### config.mk
export PLATFORM = sky130hd
export DESIGN_NAME = uart_rx_flat
export DESIGN_NICKNAME = d
export VERILOG_FILES = /design/src/rtl/uart_rx_pkg.sv /design/src/rtl/uart_rx_if.sv /design/src/rtl/uart_rx_fifo.sv /design/src/rtl/uart_rx.sv /design/src/flat_wrapper.sv
export SDC_FILE = /design/constraint.sdc
export NUM_CORES = 1
export LEC_CHECK = 0
export CORE_ASPECT_RATIO = 0.9
export CORE_MARGIN = 1
export CORE_UTILIZATION = 34
export DETAILED_ROUTE_END_ITERATION = 8
export GPL_TIMING_DRIVEN = 0
export SETUP_SLACK_MARGIN = 0.4
export SYNTH_ARGS = -nofsm -noshare
export SYNTH_HDL_FRONTEND = slang
export SYNTH_SLANG_ARGS = --single-unit
export TNS_END_PERCENT = 30
### constraint.sdc
create_clock -name CLK -period 2.4 [get_ports CLK]
set_clock_uncertainty 0.05 [all_clocks]
set_input_delay 0.36 -clock CLK [delete_from_list [all_inputs] [get_ports CLK]]
set_output_delay 0.36 -clock CLK [all_outputs]
set_load 0.01 [all_outputs]
### src/rtl/uart_rx_pkg.sv
`timescale 1ns/1ps
// Shared definitions for the uart_rx slice: status bit positions, register
// addresses, FSM state encodings and the status-word packing helper.
package uart_rx_pkg;

    localparam int ST_RXF   = 0;
    localparam int ST_OVR   = 1;
    localparam int ST_FE    = 2;
    localparam int ST_FFULL = 3;
    localparam int ST_IRQEN = 7;

    localparam logic ADDR_DATA = 1'b0;
    localparam logic ADDR_CTRL = 1'b1;

    localparam logic [1:0] IDLE  = 2'd0;
    localparam logic [1:0] START = 2'd1;
    localparam logic [1:0] DATA  = 2'd2;
    localparam logic [1:0] STOP  = 2'd3;

    function automatic logic [7:0] pack_status(
        input logic rxf,
        input logic ovr,
        input logic fe,
        input logic ffull,
        input logic irq_en
    );
        logic [7:0] s;
        s           = '0;
        s[ST_RXF]   = rxf;
        s[ST_OVR]   = ovr;
        s[ST_FE]    = fe;
        s[ST_FFULL] = ffull;
        s[ST_IRQEN] = irq_en;
        return s;
    endfunction

endpackage

### src/rtl/uart_rx_if.sv
`timescale 1ns/1ps
// CPU bus window and serial line of the receiver; master is the CPU/board side,
// slave is the uart_rx block.
interface uart_rx_if;
    logic       ADDR;
    logic       R;
    logic       W;
    logic [7:0] DATA_IN;
    logic [7:0] DATA_OUT;
    logic       RXD;
    logic       IRQ;

    modport master (
        output ADDR, R, W, DATA_IN, RXD,
        input  DATA_OUT, IRQ
    );

    modport slave (
        input  ADDR, R, W, DATA_IN, RXD,
        output DATA_OUT, IRQ
    );
endinterface

### src/rtl/uart_rx_fifo.sv
`timescale 1ns/1ps
// Small synchronous FIFO with first-word-fall-through head, full/empty flags and
// simultaneous push/pop (a push while full succeeds if a pop happens that cycle).
module uart_rx_fifo #(
    parameter int WIDTH = 8,
    parameter int DEPTH = 4
) (
    input  logic             CLK,
    input  logic             RESET,
    input  logic             push,
    input  logic [WIDTH-1:0] din,
    input  logic             pop,
    output logic [WIDTH-1:0] head,
    output logic             full,
    output logic             empty
);
    localparam int AW = $clog2(DEPTH);

    // Head must be visible combinationally on the bus, so the array is read asynchronously.
    logic [WIDTH-1:0] mem [DEPTH];
    logic [AW:0]      wr_ptr_reg;
    logic [AW:0]      rd_ptr_reg;
    logic             pop_ok;
    logic             push_ok;

    assign empty   = (wr_ptr_reg == rd_ptr_reg);
    assign full    = (wr_ptr_reg[AW] != rd_ptr_reg[AW]) &&
                     (wr_ptr_reg[AW-1:0] == rd_ptr_reg[AW-1:0]);
    assign pop_ok  = pop && !empty;
    assign push_ok = push && (!full || pop_ok);
    assign head    = empty ? '0 : mem[rd_ptr_reg[AW-1:0]];

    always_ff @(posedge CLK) begin
        if (push_ok) begin
            mem[wr_ptr_reg[AW-1:0]] <= din;
        end
    end

    always_ff @(posedge CLK) begin
        if (!RESET) begin
            wr_ptr_reg <= '0;
            rd_ptr_reg <= '0;
        end else begin
            if (push_ok) begin
                wr_ptr_reg <= wr_ptr_reg + (AW+1)'(1);
            end
            if (pop_ok) begin
                rd_ptr_reg <= rd_ptr_reg + (AW+1)'(1);
            end
        end
    end

endmodule

### src/rtl/uart_rx.sv
`timescale 1ns/1ps
// uart_rx: 8N1 serial receiver behind a two-register CPU window (data, status/control).
// Define UART_RX_FIFO_EN to replace the single holding register with a FIFO_DEPTH-entry FIFO.
module uart_rx
    import uart_rx_pkg::*;
#(
    parameter int BAUD_DIV   = 16,
    parameter int FIFO_DEPTH = 4
) (
    input  logic     CLK,
    input  logic     RESET,
    uart_rx_if.slave bus
);
    localparam int              CNT_W     = $clog2(BAUD_DIV);
    localparam logic [CNT_W-1:0] HALF_LOAD = CNT_W'(BAUD_DIV/2 - 1);
    localparam logic [CNT_W-1:0] FULL_LOAD = CNT_W'(BAUD_DIV - 1);

    logic             rxd_meta_reg, rxd_sync_reg, rxd_hist_reg;
    logic             r_prev_reg, w_prev_reg;
    logic [1:0]       state_reg, state_next;
    logic [CNT_W-1:0] cnt_reg, cnt_next;
    logic [2:0]       bit_idx_reg, bit_idx_next;
    logic [7:0]       shift_reg, shift_next;
    logic             armed_reg, armed_next;
    logic             load_reg, load_next;
    logic             stop_bit_reg, stop_bit_next;
    logic             ovr_reg, ovr_next;
    logic             fe_reg, fe_next;
    logic             irq_en_reg, irq_en_next;

    logic             start_edge, cnt_zero;
    logic             data_read, ctrl_write;
    logic             ovr_set, fe_set;
    logic             rx_full, ffull;
    logic [7:0]       data_view;
    logic             unused_data_bits;

    assign start_edge = rxd_hist_reg && !rxd_sync_reg;
    assign cnt_zero   = (cnt_reg == '0);
    assign data_read  = r_prev_reg && !bus.R && (bus.ADDR == ADDR_DATA);
    assign ctrl_write = w_prev_reg && !bus.W && (bus.ADDR == ADDR_CTRL);
    assign fe_set     = load_reg && !stop_bit_reg;
    assign unused_data_bits = ^{bus.DATA_IN[6:3], bus.DATA_IN[0]};

    // Frame FSM; armed_reg blocks a new start until the line has been seen idle after a framing error.
    always_comb begin
        state_next    = state_reg;
        cnt_next      = cnt_reg;
        bit_idx_next  = bit_idx_reg;
        shift_next    = shift_reg;
        armed_next    = armed_reg;
        load_next     = 1'b0;
        stop_bit_next = stop_bit_reg;
        case (state_reg)
            IDLE: begin
                if (rxd_sync_reg) begin
                    armed_next = 1'b1;
                end
                if (armed_reg && start_edge) begin
                    state_next = START;
                    cnt_next   = HALF_LOAD;
                end
            end
            START: begin
                if (!cnt_zero) begin
                    cnt_next = cnt_reg - CNT_W'(1);
                end else if (rxd_sync_reg) begin
                    state_next = IDLE;
                end else begin
                    state_next   = DATA;
                    cnt_next     = FULL_LOAD;
                    bit_idx_next = 3'd0;
                end
            end
            DATA: begin
                if (!cnt_zero) begin
                    cnt_next = cnt_reg - CNT_W'(1);
                end else begin
                    shift_next = {rxd_sync_reg, shift_reg[7:1]};
                    cnt_next   = FULL_LOAD;
                    if (bit_idx_reg == 3'd7) begin
                        state_next = STOP;
                    end else begin
                        bit_idx_next = bit_idx_reg + 3'd1;
                    end
                end
            end
            STOP: begin
                if (!cnt_zero) begin
                    cnt_next = cnt_reg - CNT_W'(1);
                end else begin
                    stop_bit_next = rxd_sync_reg;
                    load_next     = 1'b1;
                    state_next    = IDLE;
                    if (!rxd_sync_reg) begin
                        armed_next = 1'b0;
                    end
                end
            end
            default: state_next = IDLE;
        endcase
    end

`ifdef UART_RX_FIFO_EN
    logic fifo_push, fifo_pop, fifo_full, fifo_empty;

    assign fifo_pop  = data_read && !fifo_empty;
    assign fifo_push = load_reg && (!fifo_full || fifo_pop);
    assign ovr_set   = load_reg && !fifo_push;
    assign rx_full   = !fifo_empty;
    assign ffull     = fifo_full;

    uart_rx_fifo #(
        .WIDTH (8),
        .DEPTH (FIFO_DEPTH)
    ) u_fifo (
        .CLK   (CLK),
        .RESET (RESET),
        .push  (fifo_push),
        .din   (shift_reg),
        .pop   (fifo_pop),
        .head  (data_view),
        .full  (fifo_full),
        .empty (fifo_empty)
    );
`else
    logic [7:0] data_reg;
    logic       rx_full_reg;
    logic       load_ok;

    // A read in the same cycle as a load frees the register, so the new byte wins without overrun.
    assign load_ok   = load_reg && (!rx_full_reg || data_read);
    assign ovr_set   = load_reg && !load_ok;
    assign rx_full   = rx_full_reg;
    assign ffull     = 1'b0;
    assign data_view = data_reg;

    always_ff @(posedge CLK) begin
        if (!RESET) begin
            data_reg    <= 8'h00;
            rx_full_reg <= 1'b0;
        end else if (load_ok) begin
            data_reg    <= shift_reg;
            rx_full_reg <= 1'b1;
        end else if (data_read) begin
            rx_full_reg <= 1'b0;
        end
    end
`endif

    // Sets are applied after clears so a flag set and cleared in one cycle ends set.
    always_comb begin
        ovr_next    = ovr_reg;
        fe_next     = fe_reg;
        irq_en_next = irq_en_reg;
        if (ctrl_write) begin
            irq_en_next = bus.DATA_IN[ST_IRQEN];
            if (bus.DATA_IN[ST_OVR]) ovr_next = 1'b0;
            if (bus.DATA_IN[ST_FE])  fe_next  = 1'b0;
        end
        if (ovr_set) ovr_next = 1'b1;
        if (fe_set)  fe_next  = 1'b1;
    end

    always_ff @(posedge CLK) begin
        if (!RESET) begin
            rxd_meta_reg <= 1'b1;
            rxd_sync_reg <= 1'b1;
            rxd_hist_reg <= 1'b1;
            r_prev_reg   <= 1'b1;
            w_prev_reg   <= 1'b1;
            state_reg    <= IDLE;
            cnt_reg      <= '0;
            bit_idx_reg  <= 3'd0;
            shift_reg    <= 8'h00;
            armed_reg    <= 1'b1;
            load_reg     <= 1'b0;
            stop_bit_reg <= 1'b1;
            ovr_reg      <= 1'b0;
            fe_reg       <= 1'b0;
            irq_en_reg   <= 1'b0;
        end else begin
            rxd_meta_reg <= bus.RXD;
            rxd_sync_reg <= rxd_meta_reg;
            rxd_hist_reg <= rxd_sync_reg;
            r_prev_reg   <= bus.R;
            w_prev_reg   <= bus.W;
            state_reg    <= state_next;
            cnt_reg      <= cnt_next;
            bit_idx_reg  <= bit_idx_next;
            shift_reg    <= shift_next;
            armed_reg    <= armed_next;
            load_reg     <= load_next;
            stop_bit_reg <= stop_bit_next;
            ovr_reg      <= ovr_next;
            fe_reg       <= fe_next;
            irq_en_reg   <= irq_en_next;
        end
    end

    assign bus.DATA_OUT = (bus.ADDR == ADDR_CTRL)
                        ? pack_status(rx_full, ovr_reg, fe_reg, ffull, irq_en_reg)
                        : data_view;
    assign bus.IRQ      = !(irq_en_reg && (rx_full || ovr_reg || fe_reg));

endmodule

### src/flat_wrapper.sv
// flat-port wrapper written by rule: the top's interface ports become plain ports
module uart_rx_flat import uart_rx_pkg::*;
#(
    parameter int BAUD_DIV   = 16,
    parameter int FIFO_DEPTH = 4
)
  (CLK, RESET, bus_ADDR, bus_R, bus_W, bus_DATA_IN, bus_RXD, bus_DATA_OUT, bus_IRQ);
  uart_rx_if bus_i ();
  input  logic CLK;
  input  logic RESET;
  input wire logic [$bits(bus_i.ADDR)-1:0] bus_ADDR;
  input wire logic [$bits(bus_i.R)-1:0] bus_R;
  input wire logic [$bits(bus_i.W)-1:0] bus_W;
  input wire logic [$bits(bus_i.DATA_IN)-1:0] bus_DATA_IN;
  input wire logic [$bits(bus_i.RXD)-1:0] bus_RXD;
  output wire logic [$bits(bus_i.DATA_OUT)-1:0] bus_DATA_OUT;
  output wire logic [$bits(bus_i.IRQ)-1:0] bus_IRQ;
  assign bus_i.ADDR = bus_ADDR;
  assign bus_i.R = bus_R;
  assign bus_i.W = bus_W;
  assign bus_i.DATA_IN = bus_DATA_IN;
  assign bus_i.RXD = bus_RXD;
  assign bus_DATA_OUT = bus_i.DATA_OUT;
  assign bus_IRQ = bus_i.IRQ;
  uart_rx #(.BAUD_DIV(BAUD_DIV), .FIFO_DEPTH(FIFO_DEPTH)) u_core (.CLK(CLK), .RESET(RESET), .bus(bus_i));
endmodule
==> results of run 1 <==
cells in the final DEF (no fill, tap or decap), drive strengths merged, types with 2 or more instances in the layout:
cell	Yosys	routed
dfxtp	37	37
nand2	28	28
nor2b	18	18
clkdlybuf4s50	0	16
mux2i	13	13
clkbuf	6	11
a21boi	8	8
o21ai	8	8
a21oi	7	7
nor2	7	7
ha	7	7
inv	6	6
nand2b	5	5
nand3	5	5
buf	5	5
mux2	4	4
nand3b	4	4
o31ai	3	3
a2bb2oi	2	2
a22oi	2	2
o32ai	2	2
and3	2	2
nor3b	2	2
stage by stage:
step / hold WS (ns) / worst slack (ns) / power [mW] / instances / util
after global routing: 0.418 / 0.403 / 1.51 / 277 / 0.427
after detailed placement: 0.350 / 0.469 / 0.919 / 270 / 0.405
after floorplan: 0.336 / 0.712 / 0.856 / 189 / -
after global placement: 0.339 / 0.466 / 0.920 / 270 / 0.405
after CTS: 0.370 / 0.536 / 1.44 / 277 / 0.426
final: 0.365 / 0.550 / 1.43 / 277 / 0.427
area by class of cell:
cell class              count  area share
inverters                   6      0.0109
flip-flops and latches     37       0.359
multi-input cells         135       0.440
repair buffers             16      0.0775
plain buffers              11      0.0236
clock buffers               5      0.0333
well taps                  65      0.0394
clock inverters             2      0.0170
final timing paths:
kind | depth (start not counted) | endpoint
setup reg to reg | 8 | u_core.bit_idx_reg[1]
hold / removal | 1 | u_core.rxd_sync_reg
setup / recovery | 8 | u_core.bit_idx_reg[1]
hold reg to reg | 1 | u_core.rxd_sync_reg
logic make-up (layout without fill, tap and decap cells):
logic type,after synthesis,in the layout
buffers and inverters,17,40
muxes,17,17
DFF,37,37
and+or+nand+nor,75,75
AOI/OAI and AO/OA,36,36
adders and majority gates,7,7
what timing repair did:
| item | in CTS | in global routing |
|---|---|---|
| resized for setup | 0 | 1 |
| endpoints found under the setup margin | 0 | 1 |
| buffers inserted | 0 | 0 |
layer usage:
metal,global-route usage,vias to the layer above,wire length (um)
met5,0,-,0
met4,0.0513,0,54
met3,0.0329,6,153
met2,0.213,26,1370
met1,0.196,606,1750
li1,-,691,-
power by group:
part,switching [mW],internal (mW),total (mW)
logic,0.138,0.120,0.258
registers,0.0218,0.635,0.657
clock network,0.216,0.302,0.518
total,0.375,1.06,1.43
synthesized netlist by cell type, types with 2 or more instances:
| cell type | count | area, um2 |
|---|---|---|
| nand2_1 | 28 | 105 |
| o31ai_1 | 3 | 22.5 |
| ha_1 | 7 | 87.6 |
| clkbuf_1 | 6 | 22.5 |
| nand3_1 | 5 | 25.0 |
| o21ai_0 | 5 | 25.0 |
| nand2b_1 | 5 | 31.3 |
| a21oi_1 | 7 | 35.0 |
| mux2i_1 | 13 | 130 |
| and3_1 | 2 | 12.5 |
| buf_2 | 3 | 15.0 |
| a2bb2oi_1 | 2 | 17.5 |
| nor2b_1 | 18 | 113 |
| nor2_1 | 7 | 26.3 |
| inv_1 | 6 | 22.5 |
| a22oi_1 | 2 | 15.0 |
| o21ai_1 | 2 | 10.0 |
| o32ai_1 | 2 | 17.5 |
| nand3b_1 | 4 | 30.0 |
| mux2_2 | 4 | 45.0 |
| dfxtp_1 | 37 | 741 |
| a21boi_0 | 8 | 60.1 |
==> flow_summary_export.csv, run 1 <==
group,metric,value,unit
critical_path,r2r_setup_slack,0.55,ns
synth,synthAdderAreaFrac,0.0511,
critical_path,crit_slowest_cell,"or3b_1",
synth,yosys_warnings,0,
run_status,status,"finished clean",
critical_path,arrival,2.02,ns
synth,muxShareOfSynthArea,0.102,
critical_path,worst_setup_path_end_kind,"flop",
hold_path,hold_class,"flop to flop",
layout,syn_to_final_growth,20.5,%
synth,ys_ff_latch,37,
timing,fin_tns_setup,0,ns
synth,syn_area_per_cell,9.07,um2
route,viasPerCell,4.80,
critical_path,worstPathRequired,2.57,ns
route,dr.pass1.iters,4,
place,place_area,0.00196,mm2
power_and_ir_drop,ir_drop,0.278,mV
clock_network,cts_buffers,5,
synth,syn-cell-area,0.00171,mm2
critical_path,cp_top_family,"simple AND/OR/NAND/NOR gates",
layout,drive_gt1_frac,0.0849,
timing,slew_violations,0,
global_route,first_global_vias,1275,
floorplan,ios,23,
floorplan,die-width,76.8,um
floorplan,coreArea,0.00483,mm2
layout,final_cell_area,0.00207,mm2
critical_path,crit_type,"flop to flop",
route,wirelength,3.33,mm
place,dp_hpwl,2.30,mm
synth,syn_nets,210,
layout,fill_cells,474,
critical_path,start_kind,"flop",
layout,nNetsFinal,233,
route,dr.first_iter.drc_count,89,
timing,hold_viol,0,
timing,max_freq,541,MHz
route,via_count,1329,
clock_network,postCtsHoldBufs,0,
critical_path,critPathBufInv,3,
clock_network,cts_htree_levels,2,
hold_path,worst_hold_startpoint,"u_core.rxd_meta_reg",
synth,synth-compound-area-share,0.144,
synth,synth.distinct_cells,35,
clock_network,cts_tree,"done",
floorplan,start_util,0.355,
timing,worst_slew_pin_slew,0.612,ns
synth,synth-main-ff-cell,"dfxtp_1",
synth,synth_top_family_by_area,"simple AND/OR/NAND/NOR gates",
timing,min_period_over_period,0.771,
synth,synth-edff-count,0,
critical_path,crit_chain,"inv_1 > ha_1 > or3b_1 > buf_2 > o21ai_1 > and3_1 > buf_4 > mux2i_1",
floorplan,die_h,69.4,um
power_and_ir_drop,leakage,0.829,nW
route,drt.antenna.violating_nets,0,
global_route,grt_pass1_wl,6.05,mm
layout,final-seq-area,741,um2
floorplan,die_area,0.00533,mm2
critical_path,max_stage_delay,0.35,ns
global_route,antenna_found_initial,0,
timing,setup_viol,0,
place,gp_congestion,0.776,
floorplan,rows,24,
global_route,overflow,0,
timing,rsz0062_at_grt,"no",
synth,synth-async-reset-ratio,0,
power_and_ir_drop,pwr_density_cell,694,mW/mm2
clock_network,clk_pin_slew,0.08,ns
synth,synth-simple-area-share,0.229,
global_route,grt_max_degree,12,
run,maxCapViolCount,0,
critical_path,startpoint,"u_core.cnt_reg[0]",
clock_network,clk_latency,0.29,ns
layout,multi_input_area,908,um2
critical_path,r2r-start,"u_core.cnt_reg[0]",
place,port_buffers,16,
global_route,grt_use_total,0.142,
clock_network,clk_path_buf_depth,2,
route,drc,0,
clock_network,cts_sinks,37,
route,wl_per_cell,12.0,um
layout,diodes,0,
timing,slew_headroom,0.592,
clock_network,root_buffer,"clkbuf_8",
critical_path,path_max_fanout,6,
timing,period_needed,1.85,ns
synth,synthXorXnorAreaFrac,0,
synth,synth_seq_area_share,0.432,
synth,synthCells,189,
Power figures use the tool's default switching activity.
==> run 2, diff against run 1 <==
==> constraint.sdc (replaced) <==
create_clock -name CLK -period 1.5 [get_ports CLK]
set_clock_uncertainty 0.05 [all_clocks]
set_input_delay 0.225 -clock CLK [delete_from_list [all_inputs] [get_ports CLK]]
set_output_delay 0.225 -clock CLK [all_outputs]
set_load 0.01 [all_outputs]
==> flow_summary_export.csv, run 2 (synthesis results as in run 1) <==
group,metric,value,unit
run_status,status,"finished, violations left",
run_status,failed_checks,"setup timing",
critical_path,path_max_fanout,6,
hold_path,hold-path-cell-count,2,
floorplan,start_util,0.355,
critical_path,crit_slowest_cell,"or3b_4",
run,maxCapViolCount,0,
floorplan,coreArea,0.00483,mm2
critical_path,path_depth,8,
floorplan,ios,23,
timing,period_needed,1.76,ns
power_and_ir_drop,clkPwrFrac,0.270,
power_and_ir_drop,p_sw,0.719,mW
critical_path,crit_type,"flop to flop",
clock_network,postCtsHoldBufs,0,
route,wirelength,3.82,mm
global_route,grt_max_degree,12,
power_and_ir_drop,netSwitchingFraction,0.288,
timing,hold_viol,0,
power_and_ir_drop,pwr_density_cell,1070,mW/mm2
critical_path,r2r_cells,8,
route,viasPerCell,4.79,
place,gp_congestion,0.783,
floorplan,rows,24,
route,wl_per_cell,13.2,um
route,drc,0,
clock_network,clk_pin_slew,0.07,ns
power_and_ir_drop,ir_drop,0.474,mV
route,dr.pass1.iters,4,
power_and_ir_drop,p_int,1.77,mW
critical_path,path_common_cell,"buf_6",
clock_network,cts_buffers,5,
layout,final_cell_mix,"dfxtp_1 (25), nand2_1 (24), nor2b_1 (16), mux2i_1 (12), dfxtp_2 (12)",
critical_path,max_stage_delay,0.37,ns
critical_path,critPathBufInv,3,
route,drt.antenna.violating_nets,0,
critical_path,worstPathRequired,1.66,ns
layout,final_common_cell,"dfxtp_1",
clock_network,cts_tree,"done",
critical_path,cp_top_family,"simple AND/OR/NAND/NOR gates",
clock_network,cts_sinks,37,
global_route,overflow,0,
place,dp_hpwl,2.39,mm
place,port_buffers,16,
global_route,antenna_found_initial,0,
critical_path,worst_setup_path_end_kind,"flop",
layout,nNetsFinal,245,
global_route,first_global_vias,1307,
route,via_count,1390,
clock_network,cts_htree_levels,2,
power_and_ir_drop,leakage,0.969,nW
clock_network,root_buffer,"clkbuf_8",
timing,finalWorstSetupSlack,-0.257,ns
clock_network,clk_path_buf_depth,2,
critical_path,start_kind,"flop",
timing,min_period_over_period,1.17,
layout,syn_to_final_growth,35.5,%
route,dr.first_iter.drc_count,63,
hold_path,hold_class,"primary input to flop",
timing,setup_viol,19,
critical_path,crit_chain,"inv_2 > ha_4 > or3b_4 > buf_6 > o21ai_1 > and3_1 > buf_6 > mux2i_2",
timing,worst_slew_pin_slew,0.431,ns
floorplan,die_h,69.4,um
timing,rsz0062_at_grt,"yes",
floorplan,die_area,0.00533,mm2
floorplan,die-width,76.8,um
power_and_ir_drop,pwr-share-comb,0.305,
power_and_ir_drop,finalPower,2.49,mW
clock_network,clk_latency,0.29,ns
timing,fin_tns_setup,-2.31,ns
global_route,grt_use_total,0.148,
timing,slew_violations,0,
layout,diodes,0,
layout,drive_gt1_frac,0.356,
timing,slew_headroom,0.713,
power_and_ir_drop,p_seq_frac,0.424,
timing,max_freq,569,MHz
critical_path,arrival,1.92,ns
timing,whs,0.305,ns
global_route,grt_pass1_wl,6.25,mm
## run 2: cell types whose count changed in the layout (fill, tap and decap cells not counted), moves of 4 or more
cell             before  now
dfxtp_2               0   12
buf_4                 1   10
a21boi_1              0    7
nand2_1              28   24
clkdlybuf4s50_1      16    6
mux2_2                4    0
dfxtp_1              37   25
a21boi_0              8    0
buf_6                 0    9
mux2_4                0    4
## run 2: final cells by class
| type | instances | area, um2 |
|---|---|---|
| multi-input combinational | 135 | 1060 |
| clock inverter | 2 | 10.0 |
| inverter | 6 | 22.5 |
| buffer | 11 | 77.6 |
| clock buffer | 6 | 72.6 |
| fill | 477 | 2510 |
| timing repair buffer | 28 | 243 |
| sequential | 37 | 756 |
| tap | 65 | 81.3 |
## run 2: metal layers
layer | global-route usage | wire length (um) | up-vias
li1 | - | - | 722
met1 | 0.204 | 1970 | 645
met2 | 0.222 | 1680 | 15
met3 | 0.0276 | 97 | 8
met4 | 0.0705 | 72 | 0
met5 | 0 | 0 | -
## run 2: path summary, 6_finish.rpt
check | start | endpoint | slack (ns)
max | u_core.cnt_reg[1] | u_core.bit_idx_reg[0] | -0.26
min | bus_R | u_core.r_prev_reg | 0.30
max reg2reg | u_core.cnt_reg[1] | u_core.bit_idx_reg[0] | -0.26
min reg2reg | u_core.rxd_meta_reg | u_core.rxd_sync_reg | 0.37
## run 2: what timing repair did
item,4_1_cts,5_1_grt
gates resized for setup,72,35
buffers inserted,6,6
setup endpoints to repair,45,39
pin swaps,6,16
## run 2: power by group through the flow
stage	sequential (mW)	combinational, mW	clock, mW
after floorplan	1.07	0.349	0
after global placement	1.08	0.447	0
after detailed placement	1.08	0.451	0
after CTS	1.05	0.560	0.703
after global routing	1.06	0.829	0.731
final	1.06	0.762	0.673
## run 2: per-stage QoR
stage / setup slack, ns / std cells / cell area, um2 / utilization
after global placement: -0.278 / 270 / 1980 / 0.410
after global routing: -0.338 / 290 / 2320 / 0.481
after detailed placement: -0.304 / 270 / 1980 / 0.410
after CTS: -0.227 / 284 / 2160 / 0.446
after floorplan: -0.124 / 189 / 1740 / -
final: -0.257 / 290 / 2320 / 0.481
